### config.mk
export PLATFORM = sky130hd
export DESIGN_NAME = mux_sel_arbiter
export DESIGN_NICKNAME = d
export VERILOG_FILES = /design/src/rtl/mux_sel_arbiter.sv
export SDC_FILE = /design/constraint.sdc
export NUM_CORES = 1
export LEC_CHECK = 0
export BUFFER_PORTS_ARGS = -buffer_cell sky130_fd_sc_hd__clkbuf_2
export CORE_AREA = 2 2 39 41
export CTS_CLUSTER_SIZE = 16
export DETAILED_ROUTE_END_ITERATION = 8
export DIE_AREA = 0 0 41 43
export PLACE_DENSITY = 0.6
export SYNTH_ARGS = -nofsm -noshare
export SYNTH_HDL_FRONTEND = slang
export SYNTH_SLANG_ARGS = --single-unit
export TNS_END_PERCENT = 20
### constraint.sdc
create_clock -name clk -period 1.7 [get_ports clk]
set_clock_uncertainty 0.05 [all_clocks]
set_input_delay 0.255 -clock clk [delete_from_list [all_inputs] [get_ports clk]]
set_output_delay 0.255 -clock clk [all_outputs]
set_load 0.02 [all_outputs]
### src/rtl/mux_sel_arbiter.sv
// ----------------------------------------------------------------------------
// mux_sel_arbiter
//
// Round-robin arbiter for four requesters that share one 4x1 mux path.
// It registers the winning requester's index onto sel, which drives the mux
// select input. It holds that grant until the owner releases it. All outputs
// come straight from flops, so sel never glitches.
//
// Parameters
//   MAX_HOLD  longest grant, in cycles, before a forced revoke (>= 2)
//   CNT_W     width of the hold counter; 2**CNT_W must exceed MAX_HOLD
//
// Ports
//   clk        in   1  rising-edge clock
//   rst        in   1  asynchronous, active-high reset
//   req        in   4  request per channel (bit0 -> din_a ... bit3 -> din_d)
//   rel        in   1  one-cycle pulse from the current owner that ends its
//                      grant ("release" is a reserved word in SystemVerilog)
//   sel        out  2  registered mux select
//   gnt        out  4  registered one-hot grant, 0 when idle
//   sel_valid  out  1  high while a grant is active
//   timeout    out  1  one-cycle pulse on a forced revoke
//
// Optional feature
//   ARB_TIMEOUT_EN  When this macro is defined, a grant is revoked after
//                   MAX_HOLD cycles without a release. When it is undefined,
//                   a grant lasts until rel and timeout is tied to 0.
// ----------------------------------------------------------------------------
module mux_sel_arbiter #(
  parameter int MAX_HOLD = 16,
  parameter int CNT_W    = 5
) (
  input  logic       clk,
  input  logic       rst,
  input  logic [3:0] req,
  input  logic       rel,
  output logic [1:0] sel,
  output logic [3:0] gnt,
  output logic       sel_valid,
  output logic       timeout
);

  // Reject a parameter set that would make the hold counter wrap
  // before it reaches the revoke point.
  if (!((MAX_HOLD >= 2) && ((2 ** CNT_W) > MAX_HOLD))) begin : g_cfg_err
    $error("mux_sel_arbiter: need MAX_HOLD >= 2 and 2**CNT_W > MAX_HOLD");
  end

  typedef enum logic {
    IDLE  = 1'b0,
    GRANT = 1'b1
  } state_t;

  state_t     state, state_nxt;
  logic [1:0] last_ptr, last_ptr_nxt;
  logic [1:0] sel_nxt;
  logic [3:0] gnt_nxt;
  logic       valid_nxt;

  // A grant ends when the owner releases it or the hold timer expires.
  logic       revoke;

  // --------------------------------------------------------------------------
  // Round-robin pick. Scan starts one past the last owner and wraps mod 4.
  // The last owner is therefore checked last, so a lone requester still wins.
  // --------------------------------------------------------------------------
  logic [1:0] winner;
  logic [1:0] cand;
  logic       found;

  always_comb begin
    // NOTE: every variable gets a default before any branch, so no path can
    // leave it unassigned and infer a latch.
    winner = 2'd0;
    cand   = 2'd0;
    found  = 1'b0;
    for (int i = 1; i <= 4; i++) begin
      cand = last_ptr + 2'(i);
      if (!found && req[cand]) begin
        winner = cand;
        found  = 1'b1;
      end
    end
  end

`ifdef ARB_TIMEOUT_EN
  // --------------------------------------------------------------------------
  // Hold timer. It stays at 0 in IDLE, so it is already clear on entry to
  // GRANT. In GRANT it counts the cycles the grant has been held. At
  // MAX_HOLD-1 the next edge ends the grant, so a grant never lasts more
  // than MAX_HOLD cycles.
  // --------------------------------------------------------------------------
  logic [CNT_W-1:0] hold_cnt;
  logic             expire;
  logic             timeout_nxt;

  assign expire = (hold_cnt == CNT_W'(MAX_HOLD - 1));
  assign revoke = rel || expire;

  // If rel arrives in the expiry cycle, it counts as a normal release and
  // timeout stays low.
  assign timeout_nxt = (state == GRANT) && expire && !rel;

  always_ff @(posedge clk or posedge rst) begin
    if (rst) begin
      hold_cnt <= '0;
      timeout  <= 1'b0;
    end else begin
      timeout <= timeout_nxt;
      if (state == GRANT && !revoke) begin
        hold_cnt <= hold_cnt + CNT_W'(1);
      end else begin
        hold_cnt <= '0;
      end
    end
  end
`else
  assign revoke  = rel;
  assign timeout = 1'b0;
`endif

  // --------------------------------------------------------------------------
  // Next-state logic and next-output logic.
  // --------------------------------------------------------------------------
  always_comb begin
    state_nxt    = state;
    sel_nxt      = sel;
    gnt_nxt      = gnt;
    valid_nxt    = sel_valid;
    last_ptr_nxt = last_ptr;

    case (state)
      // Release is ignored here. Each grant drops back to IDLE for at least
      // one cycle, so grants are never back to back.
      IDLE: begin
        if (|req) begin
          state_nxt = GRANT;
          sel_nxt   = winner;
          gnt_nxt   = 4'b0001 << winner;
          valid_nxt = 1'b1;
        end
      end

      // Changes on req are ignored here, including the owner dropping its
      // request. Only a revoke ends the grant. sel is left alone so the mux
      // path does not switch until the next winner is chosen.
      GRANT: begin
        if (revoke) begin
          state_nxt    = IDLE;
          gnt_nxt      = 4'b0000;
          valid_nxt    = 1'b0;
          last_ptr_nxt = sel;
        end
      end

      default: begin
        state_nxt = IDLE;
        gnt_nxt   = 4'b0000;
        valid_nxt = 1'b0;
      end
    endcase
  end

  // --------------------------------------------------------------------------
  // State and output registers. last_ptr resets to 3, so channel 0 has first
  // priority.
  // --------------------------------------------------------------------------
  always_ff @(posedge clk or posedge rst) begin
    // NOTE: sequential state uses non-blocking assignments. All flops then
    // sample values from before the edge, whatever order the simulator runs
    // the blocks in.
    if (rst) begin
      state     <= IDLE;
      sel       <= 2'b00;
      gnt       <= 4'b0000;
      sel_valid <= 1'b0;
      last_ptr  <= 2'b11;
    end else begin
      state     <= state_nxt;
      sel       <= sel_nxt;
      gnt       <= gnt_nxt;
      sel_valid <= valid_nxt;
      last_ptr  <= last_ptr_nxt;
    end
  end

endmodule

# Word-level counts from Yosys, hierarchy flattened

Cells that the tools add are included.
W data, S select, Z words.

Register bits after elaboration: 10
Input bits: 7
Output and inout bits: 8
Word-level logic and storage cells: 50

$add $sub $neg: 3
Order comparisons: 4
Equal/unequal tests: 2
Shift-type cells: 1
Muxes and demuxes: 24
Bitwise operators: 1
Reductions and logical operators: 10

Operators by type and width:

| cell                  | count |
|---|---|
| $lt A2 B3 Y1 const B  | 4 |
| $mux W1               | 11 |
| $bmux W1 S2           | 4 |
| $mux W2               | 4 |
| $mux W4               | 2 |
| $pmux W4 S2           | 1 |
| $reduce_and A2 Y1     | 3 |
| $add A2 B2 Y2 const B | 2 |
| $ne A2 B2 Y1 const B  | 2 |
| $pmux W1 S2           | 2 |
| $reduce_or A4 Y1      | 1 |
| $shl A1 B2 Y4 const A | 1 |
| $logic_and A1 B1 Y1   | 3 |
| $logic_not A1 Y1      | 3 |
| $add A2 B1 Y2 const B | 1 |
| $not A1 Y1            | 1 |

# Longest topological paths before layout

Depth after elaboration: 16
Mapped depth: 5

# Worst setup path before layout

OpenSTA, ideal clock, no wires.

Path type: reg-to-reg
Start point: reg last_ptr[1]
End point: reg gnt[1]
Library setup time: 0.122 ns
Data arrival time: 1.127 ns
Setup slack: 0.401 ns
Cell stages (with the launch flop): 4
Buffers on the path: 0
Cell sequence: dfstp_2 > mux2i_1 > o221ai_1 > a32o_1

Longest elaborated chain between the ends: 16

RTL lines:

| element                       | line | RTL |
|---|---|---|
| start: declaration            | 55   | `logic [1:0] last_ptr, last_ptr_nxt;` |
| start signal: assignment      | 183  | `last_ptr <= last_ptr_nxt;` |
| $add A2 B1 Y2                 | 78   | `cand = last_ptr + 2'(i);` |
| $bmux W1 S2                   | 79   | `if (!found && req[cand]) begin` |
| $mux W1 (not written as such) | 79   |  |
| $mux W1                       | 79   |  |
| $logic_not A1 Y1              | 79   |  |
| $logic_and A1 B1 Y1           | 79   |  |
| $mux W1                       | 79   |  |
| $logic_not A1 Y1              | 79   |  |
| $logic_and A1 B1 Y1           | 79   |  |
| $mux W1                       | 79   |  |
| $logic_not A1 Y1              | 79   |  |
| $logic_and A1 B1 Y1           | 79   |  |
| $mux W2 *                     | 79   |  |
| $shl A1 B2 Y4 *               | 139  | `gnt_nxt = 4'b0001 << winner;` |
| $mux W4 *                     | 136  | `if (\|req) begin` |
| $pmux W4 S2 *                 | 132  | `case (state)` |
| end signal: assignment        | 181  | `gnt <= gnt_nxt;` |
| end: declaration              | 38   | `output logic [3:0] gnt,` |

Every way passes the cells marked *; elsewhere a longest branch is shown, timed or not. The select of a mux whose other input is x is not followed.
A chain may end at the register's enable or synchronous reset.

# Worst setup path in the final report

Ends and elaborated chain as after synthesis.

==> out/metrics.yaml <==
timing:
  slew_violations: 0
  rsz0062_at_grt: "false"
  timing.setup.tns_ps: 0
  hold_viol: 0
  setup_violations: 0
  fmax_ghz: 0.7029
  period_needed_ps: 1423
  finalCritPeriodShare: 0.8368
clocking:
  clockRootBuffer: "clkbuf_4"
  clkSlewWorstSetupHoldPaths_ps: 60
  clkSinkCount: 10
  cts_tree: "yes"
  post_cts_resized: 0
  cts_max_path_buffers: 2
  htree_levels: 1
  cts_buffers: 3
  worstSkewPairLatency_ps: 260
grt:
  grt_start_max_net_pins: 11
  grtUsageTotal: 0.1327
  grt_overflow: 0
  grt_pass1_vias: 385
  antenna_found_initial: 0
  grt_pass1_wl_um: 1531
final_layout:
  diodes: 0
  multiInputGateArea_sq_um: 219.0
  layout_commonest_cell: "clkbuf_2"
  fill_cells: 133
  syn2layout_area_growth_pct: 21.52
  drive_above_1_share: 0.4407
  seqCellArea_sq_um: 252.7
  final_cell_area_sq_um: 600.6
  layout_common_cells: "clkbuf_2 (13), dfrtp_1 (8), nand2_1 (6)"
  final_net_count: 68
detailed_routing:
  via_per_inst: 5.173
  wl_per_cell_um: 12.28
  drt-total-wl_um: 921
  drt-initial-drc-count: 6
  vias: 388
  ant_nets: 0
  drc: 0
  first_pass_iters: 2
pwr:
  p_per_area_mw_per_mm2: 1338
  vdd_drop_max_v: 0.0005215
  p_leak_nw: 0.2889
floorplanning:
  rows: 14
  io_pins: 15
  die_h_um: 43
  die_x_um: 41
  die_area_sq_mm: 0.001763
  start_util: 0.3571
  core_area_sq_mm: 0.001384
worst_setup_path:
  cp-end-kind: "flip-flop"
  critPathArrivalTime_ps: 1510
  setup.worst_path.class: "reg -> reg"
  start_kind: "flip-flop"
  crit_path_top_delay_cell: "dfstp_2"
  max_stage_delay_ps: 590
  path_cells: "mux2i_1 -> o221ai_1 -> a32o_1"
  worstPathRequired_ps: 1790
  worst-path-max-fanout: 7
synthesis:
  ys_warn_count: 0
  syn_nets: 50
  synth_seq_cells: 10
  syn_area_sq_um: 494.2
  avgSynthCellArea_sq_um: 11.49
  yosysSeqAreaShare: 0.5114
  syn_inst: 43
  synth_cell_type_count: 25
place:
  dp_hpwl_um: 694.9
  dpl_cell_area_sq_um: 568.0
  port_buffers: 13
  gp_congestion: 0.7050
job:
  maxCapViolCount: 0
worst_hold_path:
  hold_path_class: "in -> reg"
run_status:
  outcome: "finished clean"
state kept, by name (all words and copies together), names as in the netlist:
signal and flops:
sel 2, gnt 4, state 1, sel_valid 1, last_ptr 2
per-stage QoR:
step / total power, mW / std cells / setup slack, ps / hold WS (ps) / utilization
finish: 0.8035 / 75 / 277.4 / 136.6 / 0.4340
global route: 0.8560 / 75 / 186.1 / 143.0 / 0.4340
CTS: 0.8159 / 75 / 271.2 / 131.6 / 0.4340
detailed placement: 0.6571 / 71 / 240.0 / 178.2 / 0.4105
global placement: 0.6558 / 71 / 250.4 / 177.7 / 0.4105
floorplan: 0.5708 / 43 / 401.3 / 43.75 / -
Yosys cell counts, drive strengths merged:
cell	count	area (sq um)
o221ai	1	8.760
o221a	1	11.26
nand3b	1	7.510
o21ai	1	5.000
mux2	2	22.52
or2	1	6.260
buf	2	18.77
nand2b	1	6.260
a21oi	1	5.000
nor2	2	10.01
inv	1	3.750
mux2i	2	20.02
a21o	2	16.27
a31oi	1	6.260
dfstp	2	52.55
nor2b	2	15.02
conb	1	3.750
nand2	6	22.52
nor4	1	12.51
a32o	4	40.04
dfrtp	8	200.2
critical path, delay by kind of cell, from the launching register on:
family / cells / cell delay [ps]
DFF: 1 / 590
muxes: 1 / 250
AOI/OAI and AO/OA: 2 / 420
repair_timing:
| item | in CTS | in global routing |
|---|---|---|
| buffers inserted | 0 | 0 |
| endpoints found under the hold margin | 8 | 0 |
| hold buffers | 1 | 0 |
layer usage:
layer | vias to the layer above | GRT usage | wire, um
li1 | 190 | - | -
met1 | 183 | 0.1627 | 401
met2 | 13 | 0.1875 | 442
met3 | 2 | 0.03665 | 61
met4 | 0 | 0.1000 | 15
met5 | - | 0 | 0
layout make-up:
cell class / instances / area share
well taps: 16 / 0.03333
clock buffers: 3 / 0.03750
repair buffers: 15 / 0.1375
inverters: 1 / 0.006250
flip-flops and latches: 10 / 0.4208
multi-input cells: 30 / 0.3646
report_power, final:
part           internal [mW]  switching (mW)  total, mW
clock                 0.0813          0.0710      0.152
combinational          0.126           0.149      0.275
sequential             0.319          0.0568      0.376
total                  0.527           0.277      0.804
cell families (layout without fill, tap and decap cells):
group | after synthesis | count (layout) | share of synthesized area
simple gates | 14 | 14 | 0.1621
compound gates | 11 | 11 | 0.1873
flops | 10 | 10 | 0.5114
mux | 4 | 4 | 0.08607
buf+inv | 3 | 19 | 0.04557
other cells | 1 | 1 | 0.007588
final timing paths:
kind | from | end | slack, ps | depth (start not counted)
min reg2reg | state | state | 450 | 1
max in group asynchronous | rst | last_ptr[0] | 830 | 3
min in group asynchronous | rst | gnt[2] | 460 | 3
min | rel | state | 140 | 2
max | last_ptr[1] | gnt[1] | 280 | 3
max reg2reg | last_ptr[1] | gnt[1] | 280 | 3
Power figures use the tool's default switching activity.
